[src/rtl/replay_sample_fifo.sv]
// Single-clock sample FIFO with a replay mark: entries popped after i_mark stay protected and can be re-read via i_rewind.
// Optional sticky overflow/underflow flags are enabled by defining REPLAY_SAMPLE_FIFO_ERR_FLAG_EN.
module replay_sample_fifo #(
  parameter int FIFO_WIDTH     = 16,
  parameter int FIFO_DEPTH_BIT = 4,
  parameter int RD_LAT         = 2,
  parameter int AFULL_THRESH   = (2**FIFO_DEPTH_BIT) - 2
) (
  input  logic                    clk,
  input  logic                    rst,
  input  logic                    i_flush,
  input  logic                    i_mark,
  input  logic                    i_mark_clr,
  input  logic                    i_rewind,
  input  logic                    i_push,
  input  logic [FIFO_WIDTH-1:0]   i_rear,
  input  logic                    i_pop,
  output logic [FIFO_WIDTH-1:0]   o_front,
  output logic                    o_vld,
  output logic                    o_full,
  output logic                    o_empty,
  output logic                    o_afull,
  output logic [FIFO_DEPTH_BIT:0] o_count,
  output logic                    o_ovf,
  output logic                    o_udf
);

  localparam int DEPTH = 2**FIFO_DEPTH_BIT;
  localparam int PW    = FIFO_DEPTH_BIT + 1;
  localparam logic [PW-1:0] DEPTH_P = PW'(DEPTH);
  localparam logic [PW-1:0] AFULL_P = PW'(AFULL_THRESH);
  localparam logic [PW-1:0] ONE_P   = PW'(1);

  logic [FIFO_WIDTH-1:0] mem [DEPTH];
  logic [PW-1:0]         wptr;
  logic [PW-1:0]         rptr;
  logic [PW-1:0]         mptr;
  logic [PW-1:0]         base;
  logic [PW-1:0]         occ;
  logic                  mark_active;
  logic                  rewind_eff;
  logic                  push_ok;
  logic                  pop_ok;
  logic                  mark_set;
  logic                  mark_drop;
  logic                  pipe_clr;
  logic [RD_LAT-1:0]     vld_pipe;
  logic [FIFO_WIDTH-1:0] data_pipe [RD_LAT];

  // While marked, occupancy counts from the mark so replayable entries are never overwritten.
  assign base    = mark_active ? mptr : rptr;
  assign occ     = wptr - base;
  assign o_full  = (occ == DEPTH_P);
  assign o_afull = (occ >= AFULL_P);
  assign o_empty = (wptr == rptr);
  assign o_count = wptr - rptr;

  assign rewind_eff = i_rewind & mark_active & ~i_flush;
  assign push_ok    = i_push & ~o_full & ~i_flush;
  assign pop_ok     = i_pop & ~o_empty & ~i_rewind & ~i_flush;
  assign mark_set   = i_mark & ~rewind_eff & ~i_flush;
  assign mark_drop  = i_mark_clr & ~i_mark & ~rewind_eff & ~i_flush;
  assign pipe_clr   = i_flush | rewind_eff;

  always_ff @(posedge clk) begin
    if (push_ok) begin
      mem[wptr[FIFO_DEPTH_BIT-1:0]] <= i_rear;
    end
  end

  always_ff @(posedge clk or posedge rst) begin
    if (rst) begin
      wptr        <= '0;
      rptr        <= '0;
      mptr        <= '0;
      mark_active <= 1'b0;
    end else if (i_flush) begin
      wptr        <= '0;
      rptr        <= '0;
      mptr        <= '0;
      mark_active <= 1'b0;
    end else begin
      if (push_ok) begin
        wptr <= wptr + ONE_P;
      end
      if (rewind_eff) begin
        rptr <= mptr;
      end else if (pop_ok) begin
        rptr <= rptr + ONE_P;
      end
      if (mark_set) begin
        mptr        <= rptr;
        mark_active <= 1'b1;
      end else if (mark_drop) begin
        mark_active <= 1'b0;
      end
    end
  end

  // Read pipeline: valid bits shift every cycle, data only follows a valid beat so o_front holds the last sample.
  always_ff @(posedge clk or posedge rst) begin
    if (rst) begin
      vld_pipe <= '0;
      for (int k = 0; k < RD_LAT; k++) begin
        data_pipe[k] <= '0;
      end
    end else begin
      vld_pipe[0] <= pop_ok;
      if (pop_ok) begin
        data_pipe[0] <= mem[rptr[FIFO_DEPTH_BIT-1:0]];
      end
      for (int k = 1; k < RD_LAT; k++) begin
        vld_pipe[k] <= vld_pipe[k-1] & ~pipe_clr;
        if (vld_pipe[k-1]) begin
          data_pipe[k] <= data_pipe[k-1];
        end
      end
    end
  end

  assign o_vld   = vld_pipe[RD_LAT-1];
  assign o_front = data_pipe[RD_LAT-1];

`ifdef REPLAY_SAMPLE_FIFO_ERR_FLAG_EN
  logic ovf_q;
  logic udf_q;

  always_ff @(posedge clk or posedge rst) begin
    if (rst) begin
      ovf_q <= 1'b0;
      udf_q <= 1'b0;
    end else if (i_flush) begin
      ovf_q <= 1'b0;
      udf_q <= 1'b0;
    end else begin
      if (i_push & o_full) begin
        ovf_q <= 1'b1;
      end
      if (i_pop & o_empty) begin
        udf_q <= 1'b1;
      end
    end
  end

  assign o_ovf = ovf_q;
  assign o_udf = udf_q;
`else
  assign o_ovf = 1'b0;
  assign o_udf = 1'b0;
`endif

endmodule

[config.mk]
export PLATFORM = sky130hd
export DESIGN_NAME = replay_sample_fifo
export DESIGN_NICKNAME = d
export VERILOG_FILES = /design/src/rtl/replay_sample_fifo.sv
export SDC_FILE = /design/constraint.sdc
export NUM_CORES = 1
export LEC_CHECK = 0
export BUFFER_PORTS_ARGS = -buffer_cell sky130_fd_sc_hd__buf_2
export CORE_MARGIN = 10
export CORE_UTILIZATION = 61
export DETAILED_ROUTE_END_ITERATION = 7
export MAX_ROUTING_LAYER = met4
export PLACE_DENSITY_LB_ADDON = 0.1
export SYNTH_ARGS = -nofsm -noshare
export SYNTH_HDL_FRONTEND = slang
export SYNTH_SLANG_ARGS = --single-unit
export TNS_END_PERCENT = 10
[constraint.sdc]
create_clock -name clk -period 6 [get_ports clk]
set_clock_uncertainty 0.1 [all_clocks]
set_input_delay 0.6 -clock clk [delete_from_list [all_inputs] [get_ports clk]]
set_output_delay 0.6 -clock clk [all_outputs]
set_load 0.05 [all_outputs]
==> results.yml <==
clock_network:
  clkTransAtPathRegs_ns: 0.06
  clockBufferDepth: 3
  cts_setup_buffers: 0
  cts_tree: "built"
  cts_sinks: 306
  post_cts_resized: 0
  numCtsBuffers: 30
  htreeDepth: 1
  cts_hold_buf: 0
  root_buffer: "clkbuf_16"
  worstSkewPairLatency_ns: 0.54
die:
  dieArea_um2: 26500
  initial_core_util_pct: 61.6
  ios: 51
  row_count: 52
  dieHeight_um: 163
  dieWidth_um: 163
  coreArea_um2: 20200
timing:
  fin_hold_ws_ns: 0.138
  finalSetupTns_ns: 0
  maxSlewViolCount: 0
  max_slew_margin_pct: 12.7
  fmax_mhz: 240
  finalSetupViolations: 0
  fin_crit_sh_pct: 69.5
  finalCriticalPeriod_ns: 4.17
  hold_viol_final: 0
  worstMarginPinSlew_ns: 1.30
  rsz0062_at_grt: "false"
synth:
  synth-main-ff-cell: "edfxtp_1"
  yosysUniqueCellTypes: 45
  synth_edf_count: 256
  avgSynthCellArea_um2: 19.0
  netlist_area_um2: 12400
  syn_inst: 655
  ys_ff_latch: 306
  async_reset_ff_share_pct: 16.3
  yosysWarnings: 0
  ys_seq_area_share_pct: 71.9
setup_path:
  r2r-start: "rptr[0]"
  cp_top_family: "simple AND/OR/NAND/NOR gates"
  cp_max_fo: 23
  slowest_stage: "nor3_2"
  start_kind: "flip-flop"
  crit_required_ns: 6.05
  cp_cell_sequence: "mux2_2 -> ha_1 -> inv_1 -> fa_1 -> a21o_1 -> a21oi_1 -> xnor2_1 -> o21ai_2 -> buf_4 -> nor3_2"
  path_class: "flip-flop to flip-flop"
  crit_path_max_incr_delay_ns: 1.07
  r2r_cells: 10
  cp.arrival_ns: 4.22
  rrSetupSlack_ns: 1.83
  r2r-end: "mem[14][8]"
  cp-startpoint: "rptr[0]"
  worst-path-buf-inv: 2
  crit_path_end_kind: "flip-flop"
  cp-endpoint: "mem[14][8]"
  cp.depth: 10
run_status:
  outcome: "complete, no violations"
run:
  max_cap_violations: 0
finish:
  diodes: 0
  areaGrowthSynthToFinish_pct: 12.7
  drive_above_1_share_pct: 30.1
  finalNetCount: 740
  postLayoutCellArea_um2: 14000
route:
  drt_pass1_iterations: 5
  wl_um: 26500
  post-route-drc-count: 0
  drt_iter0_drc: 479
  vias: 6223
  viasPerCell: 6.26
  ant_nets: 0
  wire_per_inst_um: 26.7
grt:
  grt_start_max_net_pins: 71
  grt_pass1_vias: 6510
  grt.overflow.total: 0
  antenna_found_initial: 0
  grt_pass1_wl_um: 40300
  grt_use_total_pct: 20.8
placed_design:
  dpl.hpwl_um: 16600
  place.gp.congestion: 0.849
  placed_area_um2: 12900
  io_buffers: 48
power_and_ir_drop:
  powerDensity_nw_per_um2: 397
  p_leak_nw: 4.97
  irDropWorstVdd_mv: 0.262
worst_hold_path:
  hold_path_class: "input port to async pin"
## routing by layer
layer / global-route usage (%) / wire length [µm] / part of all wire, %
met1: 27.9 / 10800 / 41
met2: 33.4 / 13500 / 51
met3: 3.08 / 1720 / 6.5
met4: 4.39 / 484 / 1.8
met5: - / 0 / 0
## how the worst min path moves through the flow
| stage | startpoint | to | slack [ns] | cells after the start |
|---|---|---|---|---|
| floorplan | data_pipe[16] | data_pipe[16] | 0.35 | 2 |
| global placement | data_pipe[29] | data_pipe[29] | 0.37 | 2 |
| detailed placement | data_pipe[20] | data_pipe[20] | 0.38 | 2 |
| CTS | rst | o_front[6] | 0.16 | 3 |
| global route | rst | o_front[6] | 0.19 | 3 |
| finish | rst | o_front[6] | 0.14 | 3 |
## stage by stage
step / std cells / util [%] / total power, W / worst slack, ns
CTS: 994 / 69.3 / 0.00559 / 1.72
floorplan: 656 / - / 0.00342 / 1.19
global route: 994 / 69.4 / 0.00576 / 1.55
global placement: 938 / 64.2 / 0.00363 / 1.86
finish: 994 / 69.4 / 0.00556 / 1.83
detailed placement: 938 / 64.2 / 0.00366 / 1.74
## layout make-up
type | instances | area (µm²)
clock buffers | 37 | 818
clock inverters | 19 | 223
fillers | 1306 | 6170
inverters | 14 | 53.8
multi-input cells | 284 | 3270
flip-flops and latches | 306 | 8940
well taps | 270 | 338
repair buffers | 64 | 360
## where the power goes
part	switching (W)	internal [W]
combinational	0.000696	0.000338
clock	0.000759	0.00118
sequential	0.000111	0.00247
total	0.00156	0.00399
## worst register-to-register path: stages, from the launching register on
cell,delay (ns)
dfrtp_4,0.70
mux2_2,0.26
ha_1,0.16
inv_1,0.05
fa_1,0.40
a21o_1,0.17
a21oi_1,0.23
xnor2_1,0.27
o21ai_2,0.11
buf_4,0.24
nor3_2,1.08
## cells in the final DEF (no fill, tap or decap), drive strengths merged, types with 2 or more instances in the layout
cell / count
fa: 2
nor4: 4
xnor2: 7
o22a: 2
buf: 64
nor2b: 3
o211ai: 2
dfrtp: 50
nand2b: 9
clkbuf: 37
or3: 5
mux2i: 41
a21o: 3
a211oi: 4
edfxtp: 256
ha: 14
a21oi: 5
nand3b: 3
o221ai: 16
clkinvlp: 4
nor3: 12
mux2: 20
nor2: 16
a311oi: 3
clkinv: 11
conb: 2
xor2: 4
mux4: 64
nor3b: 2
and2: 3
inv: 13
o21ai: 5
bufinv: 5
nand2: 27
## sequential cells by signal, indices dropped and copies added (netlist names)
signal and flops:
wptr 5, data_pipe 16, mptr 5, mark_active 1, rptr 5, vld_pipe 2
mem 256, o_front 16
## synth_stat cells, drive strengths merged, types with 2 or more instances
| library cell | n | area share, % |
|---|---|---|
| inv | 13 | 0.39 |
| o221ai | 16 | 1.1 |
| edfxtp | 256 | 62 |
| a21oi | 5 | 0.20 |
| nor2b | 3 | 0.15 |
| nand3b | 3 | 0.18 |
| buf | 34 | 1.7 |
| a311oi | 3 | 0.21 |
| xor2 | 4 | 0.28 |
| clkbuf | 18 | 0.54 |
| fa | 2 | 0.32 |
| nand2 | 27 | 0.84 |
| nor2 | 16 | 0.48 |
| dfrtp | 50 | 10 |
| nor4 | 4 | 0.20 |
| and2 | 3 | 0.15 |
| mux4 | 64 | 12 |
| a21o | 3 | 0.18 |
| o211ai | 2 | 0.12 |
| xnor2 | 7 | 0.49 |
| a211oi | 4 | 0.24 |
| ha | 14 | 1.4 |
| nor3 | 12 | 0.48 |
| or3 | 5 | 0.25 |
| o21ai | 5 | 0.23 |
| mux2 | 20 | 1.8 |
| nor3b | 2 | 0.12 |
| mux2i | 41 | 3.3 |
| nand2b | 9 | 0.45 |
| o22a | 2 | 0.14 |
## logic make-up after synthesis
family	share of synthesized area, %
compound gates	2.60
xor+xnor	0.775
fa+ha+maj	1.73
buf+inv	2.69
flops	71.9
mux	16.7
other cells	0.0302
simple gates	3.54
(Power assumes the default switching activity.)
